<file path="config.mk">
export PLATFORM = sky130hd
export DESIGN_NAME = instr_encoder_loader_flat
export DESIGN_NICKNAME = d
export VERILOG_FILES = /design/src/rtl/instr_encoder_loader_if.sv /design/src/rtl/instr_encoder_loader.sv /design/src/flat_wrapper.sv
export SDC_FILE = /design/constraint.sdc
export NUM_CORES = 1
export LEC_CHECK = 0
export CAP_MARGIN = 20
export CORE_ASPECT_RATIO = 0.9
export CORE_UTILIZATION = 40
export DETAILED_ROUTE_END_ITERATION = 10
export PLACE_DENSITY = 0.66
export SLEW_MARGIN = 20
export SYNTH_ARGS = -nofsm -noshare
export SYNTH_HDL_FRONTEND = slang
export SYNTH_SLANG_ARGS = --single-unit
</file>
<file path="constraint.sdc">
create_clock -name clk -period 3.3 [get_ports clk]
set_input_delay 0.66 -clock clk [delete_from_list [all_inputs] [get_ports clk]]
set_output_delay 0.66 -clock clk [all_outputs]
set_load 0.05 [all_outputs]
</file>
<file path="src/rtl/instr_encoder_loader_if.sv">
// Request and instruction-memory write bus for the instruction encoder/loader.
// master: the request producer, which also observes the imem write side.
// slave : the loader itself.
interface instr_encoder_loader_if #(
    parameter int ADDR_W = 8
);
    logic              in_valid;
    logic              in_ready;
    logic [4:0]        mnem;
    logic [4:0]        rs;
    logic [4:0]        rt;
    logic [4:0]        rd;
    logic [5:0]        funct;
    logic [15:0]       imm;
    logic [25:0]       target;
    logic              imem_we;
    logic [ADDR_W-1:0] imem_addr;
    logic [31:0]       imem_wdata;

    modport master (
        output in_valid, mnem, rs, rt, rd, funct, imm, target,
        input  in_ready, imem_we, imem_addr, imem_wdata
    );

    modport slave (
        input  in_valid, mnem, rs, rt, rd, funct, imm, target,
        output in_ready, imem_we, imem_addr, imem_wdata
    );
endinterface

</file>
<file path="src/rtl/instr_encoder_loader.sv">
// Boot/program loader: turns symbolic instruction requests into 32-bit words
// using the control unit's opcode map and writes them to imem at an
// auto-incrementing address.
//
//  state  | meaning
//  -------+-------------------------------------------------------------
//  S_IDLE | waiting for a request; in_ready when not full and no start
//  S_ENC  | encode captured fields into imem_wdata, or flag illegal
//  S_WR   | imem_we high for this one cycle at imem_addr = pointer
module instr_encoder_loader #(
    parameter int ADDR_W    = 8,
    parameter int BASE_ADDR = 0
) (
    input  logic                   clk,
    input  logic                   rst_n,
    input  logic                   start,
    instr_encoder_loader_if.slave  bus,
    output logic [ADDR_W:0]        instr_count,
    output logic                   full,
    output logic                   illegal
);

    localparam logic [ADDR_W-1:0] BASE     = ADDR_W'(BASE_ADDR);
    localparam logic [ADDR_W:0]   CAPACITY = {1'b1, {ADDR_W{1'b0}}};
    localparam logic [4:0]        MNEM_NUM = 5'd18;

    typedef enum logic [1:0] {
        S_IDLE = 2'd0,
        S_ENC  = 2'd1,
        S_WR   = 2'd2
    } state_t;

    state_t             state_q, state_d;
    logic [ADDR_W-1:0]  ptr_q, ptr_d;
    logic [ADDR_W:0]    count_q, count_d;
    logic               full_q, full_d;
    logic               illegal_q, illegal_d;
    logic [31:0]        wdata_q, wdata_d;
    logic [4:0]         mnem_q, mnem_d;
    logic [4:0]         rs_q, rs_d;
    logic [4:0]         rt_q, rt_d;
    logic [4:0]         rd_q, rd_d;
    logic [5:0]         funct_q, funct_d;
    logic [15:0]        imm_q, imm_d;
    logic [25:0]        target_q, target_d;

    logic in_ready;
    logic accept;

    // Opcode map shared with the control unit's decoder.
    function automatic logic [31:0] encode(
        input logic [4:0]  m,
        input logic [4:0]  f_rs,
        input logic [4:0]  f_rt,
        input logic [4:0]  f_rd,
        input logic [5:0]  f_funct,
        input logic [15:0] f_imm,
        input logic [25:0] f_target
    );
        logic [31:0] w;
        w = 32'd0;
        case (m)
            5'd0:  w = {6'b000000, f_rs, f_rt, f_rd, 5'b00000, f_funct};
            5'd1:  w = {6'b000000, f_rs, 15'd0, 6'd1};
            5'd2:  w = {6'b100011, f_rs, f_rt, f_imm};
            5'd3:  w = {6'b001111, f_rs, f_rt, f_imm};
            5'd4:  w = {6'b110001, f_rs, f_rt, f_imm};
            5'd5:  w = {6'b111000, f_rs, f_rt, f_imm};
            5'd6:  w = {6'b001110, f_rs, f_rt, f_imm};
            5'd7:  w = {6'b001100, f_rs, f_rt, f_imm};
            5'd8:  w = {6'b001000, f_rs, f_rt, f_imm};
            5'd9:  w = {6'b100000, f_rs, f_rt, f_imm};
            5'd10: w = {6'b100010, f_rs, f_rt, f_imm};
            5'd11: w = {6'b100101, f_rs, f_rt, f_imm};
            5'd12: w = {6'b000111, f_rs, f_rt, f_imm};
            // BRZ compares rs against zero, so the rt slot is forced to r0.
            5'd13: w = {6'b000110, f_rs, 5'd0, f_imm};
            5'd14: w = {6'b110100, f_target};
            5'd15: w = {6'b111110, f_target};
            5'd16: w = {6'b010001, f_rs, f_rt, f_imm};
            5'd17: w = {6'b011001, f_rs, f_rt, f_imm};
            default: w = 32'd0;
        endcase
        return w;
    endfunction

    // start wins over a same-cycle request, so it also gates in_ready.
    assign in_ready = (state_q == S_IDLE) && !full_q && !start;
    assign accept   = bus.in_valid && in_ready;

    // State register.
    always_ff @(posedge clk or negedge rst_n) begin
        if (!rst_n) begin
            state_q <= S_IDLE;
        end else begin
            state_q <= state_d;
        end
    end

    // Next-state logic; start aborts any in-flight request.
    always_comb begin
        state_d = state_q;
        if (start) begin
            state_d = S_IDLE;
        end else begin
            case (state_q)
                S_IDLE:  if (accept) state_d = S_ENC;
                S_ENC:   state_d = (mnem_q >= MNEM_NUM) ? S_IDLE : S_WR;
                S_WR:    state_d = S_IDLE;
                default: state_d = S_IDLE;
            endcase
        end
    end

    // Datapath next values: field capture, encoding, pointer/count/flags.
    always_comb begin
        ptr_d     = ptr_q;
        count_d   = count_q;
        full_d    = full_q;
        illegal_d = illegal_q;
        wdata_d   = wdata_q;
        mnem_d    = mnem_q;
        rs_d      = rs_q;
        rt_d      = rt_q;
        rd_d      = rd_q;
        funct_d   = funct_q;
        imm_d     = imm_q;
        target_d  = target_q;
        if (accept) begin
            mnem_d   = bus.mnem;
            rs_d     = bus.rs;
            rt_d     = bus.rt;
            rd_d     = bus.rd;
            funct_d  = bus.funct;
            imm_d    = bus.imm;
            target_d = bus.target;
        end
        if (start) begin
            ptr_d     = BASE;
            count_d   = '0;
            full_d    = 1'b0;
            illegal_d = 1'b0;
        end else begin
            case (state_q)
                S_ENC: begin
                    if (mnem_q >= MNEM_NUM) begin
                        illegal_d = 1'b1;
                    end else begin
                        wdata_d = encode(mnem_q, rs_q, rt_q, rd_q, funct_q, imm_q, target_q);
                    end
                end
                S_WR: begin
                    ptr_d   = ptr_q + 1'b1;
                    count_d = count_q + 1'b1;
                    if (count_d == CAPACITY) full_d = 1'b1;
                end
                default: ;
            endcase
        end
    end

    // Datapath registers.
    always_ff @(posedge clk or negedge rst_n) begin
        if (!rst_n) begin
            ptr_q     <= BASE;
            count_q   <= '0;
            full_q    <= 1'b0;
            illegal_q <= 1'b0;
            wdata_q   <= '0;
            mnem_q    <= '0;
            rs_q      <= '0;
            rt_q      <= '0;
            rd_q      <= '0;
            funct_q   <= '0;
            imm_q     <= '0;
            target_q  <= '0;
        end else begin
            ptr_q     <= ptr_d;
            count_q   <= count_d;
            full_q    <= full_d;
            illegal_q <= illegal_d;
            wdata_q   <= wdata_d;
            mnem_q    <= mnem_d;
            rs_q      <= rs_d;
            rt_q      <= rt_d;
            rd_q      <= rd_d;
            funct_q   <= funct_d;
            imm_q     <= imm_d;
            target_q  <= target_d;
        end
    end

    // Outputs; the strobe is squashed by start so an abort in S_WR never writes.
    always_comb begin
        bus.in_ready   = in_ready;
        bus.imem_we    = (state_q == S_WR) && !start;
        bus.imem_addr  = ptr_q;
        bus.imem_wdata = wdata_q;
        instr_count    = count_q;
        full           = full_q;
        illegal        = illegal_q;
    end

endmodule
</file>
<file path="src/flat_wrapper.sv">
// flat-port wrapper written by rule: the top's interface ports become plain ports
module instr_encoder_loader_flat 
#(
    parameter int ADDR_W    = 8,
    parameter int BASE_ADDR = 0
)
  (clk, rst_n, start, instr_count, full, illegal, bus_in_valid, bus_mnem, bus_rs, bus_rt, bus_rd, bus_funct, bus_imm, bus_target, bus_in_ready, bus_imem_we, bus_imem_addr, bus_imem_wdata);
  instr_encoder_loader_if #(.ADDR_W(ADDR_W)) bus_i ();
  input  logic clk;
  input  logic rst_n;
  input  logic start;
  output logic [ADDR_W:0] instr_count;
  output logic full;
  output logic illegal;
  input wire logic [$bits(bus_i.in_valid)-1:0] bus_in_valid;
  input wire logic [$bits(bus_i.mnem)-1:0] bus_mnem;
  input wire logic [$bits(bus_i.rs)-1:0] bus_rs;
  input wire logic [$bits(bus_i.rt)-1:0] bus_rt;
  input wire logic [$bits(bus_i.rd)-1:0] bus_rd;
  input wire logic [$bits(bus_i.funct)-1:0] bus_funct;
  input wire logic [$bits(bus_i.imm)-1:0] bus_imm;
  input wire logic [$bits(bus_i.target)-1:0] bus_target;
  output wire logic [$bits(bus_i.in_ready)-1:0] bus_in_ready;
  output wire logic [$bits(bus_i.imem_we)-1:0] bus_imem_we;
  output wire logic [$bits(bus_i.imem_addr)-1:0] bus_imem_addr;
  output wire logic [$bits(bus_i.imem_wdata)-1:0] bus_imem_wdata;
  assign bus_i.in_valid = bus_in_valid;
  assign bus_i.mnem = bus_mnem;
  assign bus_i.rs = bus_rs;
  assign bus_i.rt = bus_rt;
  assign bus_i.rd = bus_rd;
  assign bus_i.funct = bus_funct;
  assign bus_i.imm = bus_imm;
  assign bus_i.target = bus_target;
  assign bus_in_ready = bus_i.in_ready;
  assign bus_imem_we = bus_i.imem_we;
  assign bus_imem_addr = bus_i.imem_addr;
  assign bus_imem_wdata = bus_i.imem_wdata;
  instr_encoder_loader #(.ADDR_W(ADDR_W), .BASE_ADDR(BASE_ADDR)) u_core (.clk(clk), .rst_n(rst_n), .start(start), .bus(bus_i), .instr_count(instr_count), .full(full), .illegal(illegal));
endmodule
</file>
=== Word level (Yosys, flattened, before mapping) ===
Cells that the tools add are included.

* Bits in registers: 121
* Input bits: 72
* Word-level logic and storage cells: 69

* $add $sub $neg: 2
* Magnitude comparators: 1
* Equal/unequal tests: 21
* Mux-type cells: 15
* Bitwise operators: 2
* Reductions and logical operators: 15

{| class="wikitable"
|+ Operators with widths
! operator !! count
|-
| $pmux 32 s18 || 1
|-
| $eq 5x4->1 const B || 8
|-
| $eq 5x3->1 const B || 4
|-
| $mux 9 || 2
|-
| $mux 8 || 2
|-
| $eq 5x2->1 const B || 2
|-
| $eq 5x5->1 const B || 2
|-
| $add 9x1->9 const B || 1
|-
| $eq 9x9->1 const B || 1
|-
| $add 8x1->8 const B || 1
|-
| $reduce_bool 2->1 || 4
|-
| $mux 1 || 6
|-
| $mux 2 || 3
|-
| $eq 5x1->1 const B || 1
|-
| $ge 5x5->1 const B || 1
|-
| $logic_not 5->1 || 1
|-
| $logic_and 1x1->1 || 4
|-
| $pmux 2 s2 || 1
|-
| $reduce_and 2->1 || 2
|-
| $ne 3x2->1 const B || 1
|-
| $reduce_and 3->1 || 1
|-
| $eq 2x1->1 const B || 1
|-
| $eq 2x2->1 const B || 1
|-
| $logic_not 1->1 || 2
|-
| 2 further kinds || 3
|}

=== Longest topological paths before layout ===
* Word-level depth: 7
* Mapped depth: 7

=== Worst setup path after synthesis ===
OpenSTA, ideal clock, no wires.

* Path kind: in2reg
* Start: input start
* End: register u_core.target_q[10]
* Library setup time: 0.125 ns
* Arrival time: 2.850 ns
* Data required time: 3.175 ns
* Slack: 0.326 ns
* Stages: 6
* Path through: buf_6 nor4_2 nand2_1 buf_2 buf_1 mux2_2

* Longest elaborated chain between the ends: 3

{| class="wikitable"
|+ RTL lines
! what !! RTL line !! source
|-
| start: declaration || flat_wrapper.sv:11 || <nowiki>input logic start;</nowiki>
|-
| $logic_not 1->1 || instr_encoder_loader.sv:88 || <nowiki>assign in_ready = (state_q == S_IDLE) && !full_q && !start;</nowiki>
|-
| $logic_and 1x1->1 || instr_encoder_loader.sv:88 ||
|-
| net bus_in_ready || flat_wrapper.sv:23 || <nowiki>output wire logic [$bits(bus_i.in_ready)-1:0] bus_in_ready;</nowiki>
|-
| $logic_and 1x1->1 || instr_encoder_loader.sv:89 || <nowiki>assign accept = bus.in_valid && in_ready;</nowiki>
|-
| end signal: assignment || instr_encoder_loader.sv:189 || <nowiki>target_q <= target_d;</nowiki>
|-
| end: declaration || instr_encoder_loader.sv:45 || <nowiki>logic [25:0] target_q, target_d;</nowiki>
|}

The timed path passes the listed nets, and every way through them passes these cells.
A chain may end at the register's enable or synchronous reset.

=== Worst setup path in the final report ===
* Start: input start
* End: output bus_in_ready

* Longest elaborated chain between the ends: 2

{| class="wikitable"
|+ RTL lines
! what !! RTL line
|-
| $logic_not 1->1 || instr_encoder_loader.sv:88
|-
| $logic_and 1x1->1 || instr_encoder_loader.sv:88
|-
| end: declaration || flat_wrapper.sv:23
|}

No other way between the ends.

==> metrics <==
Routed WL=12620 µm; number of enable flip-flop cells after synthesis=0; CTS clk-pin slew, worst paths=60 ps; post-DP HPWL=8413 µm; Cell Area, Synth=between 0.005 and 0.006 mm²; main flop type after synthesis=dfrtp_1; io pins=125; Root Buffer Master=clkbuf_16; syn nets=518; Starting Density=41.44%; first-pass GRT wire length=roughly 20000 µm; worst skew pair latency=410 ps; die area=0.01376 mm²; Cells after Synth=443; Mapped Avg Cell Area=around 12 µm²; CTS Sinks=around 120; CP required=2640 ps; # setup viols final=0; clock buffer count from CTS=17; antenna violations before repair=1; layout cell share with drive strength beyond 1=21.84%; DRC=0; Total Routing Usage GR=around a fifth; core area=0.01283 mm²; First DRT Iteration DRCs=277; Filler cells=1085; clock buffer depth=2; Setup crit start kind=primary input; vias per cell=5.306; fin crit period=2489 ps; # diodes=0; vias in the first global route=4042; register area share after synthesis=between 50 and 60%; Synthesis Warnings=0; worst path arrival time=1830 ps; Tot Pwr=5.925 mW; FF+latch count, synth=~120; Overflow after GRT=0; pre-CTS WS=629.6 ps; status=complete, no violations; R2R depth=5; post-synth cell types=56; critical path class=primary input to output port; Final #Nets=around 640; Die X=123.5 µm; asr flop ratio synth=100.0%; LEAKAGE=3.015 nW; buffer count from post-CTS setup fixing=0; worst-path maximum fanout=3; worst hold-check path type=primary input to async pin; worst hold slack=357.0 ps; most frequent cells in the layout=121 x clkdlybuf4s50_1, 121 x dfrtp_1, 70 x mux2_2, 48 x nor2_1, 29 x a21oi_1; WL per Instance=17.03 µm; TNS Setup=0 ps; RSZ-0062 raised after global routing=no; Max rail drop VDD=between 0.0005 and 0.0006 V; DR pass1 iterations=5; power density over cell area=807.8 mW/mm²; FMAX=401.7 MHz; Tcrit/Tclk final=approximately three quarters; Final Hold Viols=0; Buffers on Ports=about 120; final max-slew violation count=0; H-tree depth=4; number of max-cap violations=0; DIE HEIGHT=111.4 µm; CTS Hold Buffers Added=0; row count=39; gpl congestion=0.7954; Worst Tran Pin Value=917.5 ps; DR vias=3932; CTS tree=built; Worst Setup End Kind=output port; Layout area overhead=37.93%; post-CTS sizing=0; Final ANT Viol Nets=0; pin count of the biggest net entering global routing=73; Worst Skew=19.27 ps; Final WS setup=810.5 ps; Rel. slew slack=about two fifths
## path summary, 6_finish.rpt
check / start / end / slack [ps]
setup / recovery: start / bus_in_ready / 810
hold / removal: rst_n / u_core.instr_count[3]$_DFFE_PN0P_ / 360
setup reg to reg: u_core.instr_count[0]$_DFFE_PN0P_ / u_core.full$_DFFE_PN0P_ / 1040
hold reg to reg: u_core.bus.imem_wdata[26]$_DFFE_PN0P_ / u_core.bus.imem_wdata[26]$_DFFE_PN0P_ / 490
max in group asynchronous: rst_n / u_core.instr_count[8]$_DFFE_PN0P_ / 2150
min in group clk: u_core.bus.imem_wdata[26]$_DFFE_PN0P_ / u_core.bus.imem_wdata[26]$_DFFE_PN0P_ / 490
## flip-flops by register name (all words and copies together), names as in the netlist
name	cells
u_core.bus.imem_addr	8
u_core.illegal	1
u_core.mnem_q	5
u_core.full	1
u_core.state_q	2
u_core.funct_q	6
u_core.rt_q	5
u_core.imm_q	16
u_core.target_q	26
u_core.rs_q	5
u_core.bus.imem_wdata	32
u_core.instr_count	9
u_core.rd_q	5
## critical path, cell delays in order
cell,delay [ps]
clkdlybuf4s50_1,440
nor4_2,520
buf_12,200
## layout make-up
| cell class | count | area (µm²) | area share, % |
|---|---|---|---|
| Clock inverter | 14 | 172.7 | 2.354 |
| Sequential cell | 121 | 3028 | 41.28 |
| Clock buffer | 18 | 439.2 | 5.988 |
| Tap cell | 164 | 205.2 | 2.798 |
| Multi-Input combinational cell | 286 | 2128 | 29.02 |
| Inverter | 4 | 15.01 | 0.2047 |
| Timing Repair Buffer | 134 | 1346 | 18.36 |
## layer usage
metal	up-vias	part of all wire (%)	GRT usage, %
met1	1948	44	25.67
li1	1835	-	-
met2	132	48	30.24
met5	-	0.10	0
met3	15	7.2	7.326
met4	2	1.0	6.667
## cells in the mapped netlist, types with 2 or more instances
| cell | instances | share of area, % |
|---|---|---|
| a222oi_1 | 10 | 1.9 |
| a21oi_1 | 29 | 2.7 |
| buf_2 | 8 | 0.75 |
| buf_4 | 4 | 0.56 |
| nor2_1 | 49 | 3.5 |
| clkbuf_1 | 11 | 0.78 |
| o21ai_0 | 15 | 1.4 |
| nor3b_1 | 2 | 0.28 |
| o31ai_1 | 2 | 0.28 |
| nand3_1 | 3 | 0.28 |
| buf_1 | 6 | 0.42 |
| nor4_2 | 2 | 0.47 |
| a31oi_1 | 7 | 0.82 |
| dfrtp_1 | 121 | 57 |
| nor3_1 | 5 | 0.47 |
| a2111oi_0 | 2 | 0.33 |
| xor2_1 | 8 | 1.3 |
| nand4_1 | 5 | 0.59 |
| a22oi_1 | 10 | 1.4 |
| inv_1 | 4 | 0.28 |
| o21bai_1 | 2 | 0.28 |
| o21a_1 | 2 | 0.28 |
| xnor2_1 | 8 | 1.3 |
| nand2_1 | 22 | 1.6 |
| or3_1 | 2 | 0.24 |
| ha_1 | 3 | 0.71 |
| nand2b_1 | 3 | 0.35 |
| mux2_2 | 70 | 15 |
## power breakdown
group          total, mW  internal [mW]  switching [mW]
combinational       1.89          0.757            1.14
sequential          2.13           1.86           0.278
clock               1.90           1.21           0.688
total               5.92           3.82            2.10
## kinds of logic (layout without fill, tap and decap cells)
group	count (synthesis)	count (layout)	synth area share, %
adder cells (fa/ha/maj)	3	3	0.7060
XOR/XNOR	16	16	2.635
AND/OR/NAND/NOR	106	106	9.859
multiplexers	72	72	15.22
flip-flops	121	121	56.94
AO/OA/AOI/OAI	89	89	11.27
buffers and inverters	36	170	3.364
## through the flow
stage | std cells | utilization, % | instance area (µm²)
after CTS | 741 | 57.15 | 7335
after global placement | 709 | 52.38 | 6723
after detailed placement | 709 | 52.38 | 6723
final | 741 | 57.15 | 7335
after floorplan | 443 | - | 5318
after global routing | 741 | 57.15 | 7335
Power figures use the tool's default switching activity.
==> RTL edit: new RTL, same flow settings <==
Reset style: synchronous (`rst_n`), changed in 2 clocked blocks.
--- a/src/rtl/instr_encoder_loader.sv
+++ b/src/rtl/instr_encoder_loader.sv
@@ -90,5 +90,5 @@
 
     // State register.
-    always_ff @(posedge clk or negedge rst_n) begin
+    always_ff @(posedge clk) begin
         if (!rst_n) begin
             state_q <= S_IDLE;
@@ -161,5 +161,5 @@
 
     // Datapath registers.
-    always_ff @(posedge clk or negedge rst_n) begin
+    always_ff @(posedge clk) begin
         if (!rst_n) begin
             ptr_q     <= BASE;
Formal check against the unedited RTL: differs if rst_n is asserted again (counterexample within 4 cycles, from zero or initial values and one cycle with rst_n low); with rst_n held inactive, the same outputs for 4 cycles.
==> RTL edit against the unedited design <==
First-iteration DRC count is 35% higher. Count of clock-buffer cells in the layout unchanged. Design area fell by 3.9%. Worst hold slack improved by 0.095 ns. Global-route usage grew 0.91 points. Routed wire length grew 3.8%. Sequential cell count unchanged. Synthesized area is 4.6% lower. Worst setup slack got worse by 0.30 ns.
Power is not compared: it rests on default switching activity, and its combinational part moved more than twofold at a synthesized area within 25%.
==> RTL edit: results (changes against the unedited design) <==
.. list-table::
   :header-rows: 1

   * - Metric
     - Value
   * - Gpl congestion
     - 0.7506 (was 0.7954)
   * - Adder-cell area share of the yosys netlist
     - 0.7396% (was 0.7059%)
   * - Via count of the first global-routing pass
     - 4182 (was 4042)
   * - Fin Clk Skew
     - 0.005663 ns (was 0.01927 ns)
   * - Cell Area, Placed
     - 6409 um2 (was 6723 um2)
   * - Antenna violations before repair
     - 0 (was 1)
   * - Final #Nets
     - 775 (was 639)
   * - Top post-synthesis cells by area
     - sky130_fd_sc_hd__dfxtp_1, sky130_fd_sc_hd__nand2_1, sky130_fd_sc_hd__a21boi_1 (was sky130_fd_sc_hd__dfrtp_1, sky130_fd_sc_hd__mux2_2, sky130_fd_sc_hd__nor2_1)
   * - Total Routed Length
     - 13.09 mm (was 12.62 mm)
   * - Leading post-synthesis cells by instance count
     - sky130_fd_sc_hd__nand2_1, sky130_fd_sc_hd__dfxtp_1, sky130_fd_sc_hd__a21boi_1 (was sky130_fd_sc_hd__dfrtp_1, sky130_fd_sc_hd__mux2_2, sky130_fd_sc_hd__nor2_1)
   * - Period utilisation layout
     - 84.50% (was 75.44%)
   * - Portion of netlist area occupied by mux cells
     - 0% (was 15.22%)
   * - Half-perimeter wire length after placement
     - 8.400 mm (was 8.413 mm)
   * - Arr. time, crit path
     - 2.13 ns (was 1.83 ns)
   * - Global-route wire length before repair
     - 20.95 mm (was 20.61 mm)
   * - Count of filler cells inserted in the layout
     - 1075 (was 1085)
   * - Status
     - finished, final reports clean (unchanged)
   * - Detailed-routed wire length on met2
     - 6.218 mm (was 6.049 mm)
   * - Global routing usage on met2
     - 32.92% (was 30.24%)
   * - Fraction of area in registers
     - 34.38% (was 41.28%)
   * - Worst-case register-to-register setup slack
     - 0.90 ns (was 1.04 ns)
   * - Synth Area in XOR/XNOR
     - 2.761% (was 2.635%)
   * - Mean cell area of the mapped netlist
     - 8.529 um2 (was 12.00 um2)
   * - Slew of the pin with the lowest slew margin
     - 0.9580 ns (was 0.9175 ns)
   * - Syn Nets
     - 670 (was 518)
   * - Share of cell area taken by multi-input logic gates
     - 34.59% (was 29.02%)
   * - Sequential cell area fraction in the yosys report
     - 47.73% (was 56.94%)
   * - Largest net degree at the start of global routing
     - 102 (was 73)
   * - End of the worst register-to-register path
     - u_core.bus.imem_wdata[28] (was u_core.full)
   * - Worst path max stage delay
     - 0.80 ns (was 0.52 ns)
   * - Top Layer Used
     - met4 (was met5)
   * - Cell variety after synth
     - 52 (was 56)
   * - Relative area of non-clock buffer cells in the final design
     - 18.93% (was 18.36%)
   * - Multi-input gate area in the final layout
     - 2437 um2 (was 2128 um2)
## RTL edit: cell count changes after synthesis, moves of 8 or more
cell                       change
sky130_fd_sc_hd__a21boi_1     +70
sky130_fd_sc_hd__a221oi_1      +8
sky130_fd_sc_hd__a22oi_1       -9
sky130_fd_sc_hd__clkbuf_1     +20
sky130_fd_sc_hd__dfrtp_1     -121
sky130_fd_sc_hd__dfxtp_1     +121
sky130_fd_sc_hd__mux2_2       -70
sky130_fd_sc_hd__nand2_1     +131
sky130_fd_sc_hd__nor2_1       -11
sky130_fd_sc_hd__o21ai_0       -9
sky130_fd_sc_hd__o21ai_1      +29
## RTL edit: logic make-up (layout without fill, tap and decap cells)
family	Yosys count	in the layout
buf+inv	52	170
compound gates	175	175
simple gates	228	228
fa+ha+maj	3	3
xor+xnor	16	16
flops	121	121
## RTL edit: worst register-to-register path: cells and delay by family (launching register included)
family             cells  cell delay (ns)
AOI/OAI and AO/OA      3             1.16
and+or+nand+nor        2             0.69
DFF                    1             0.49
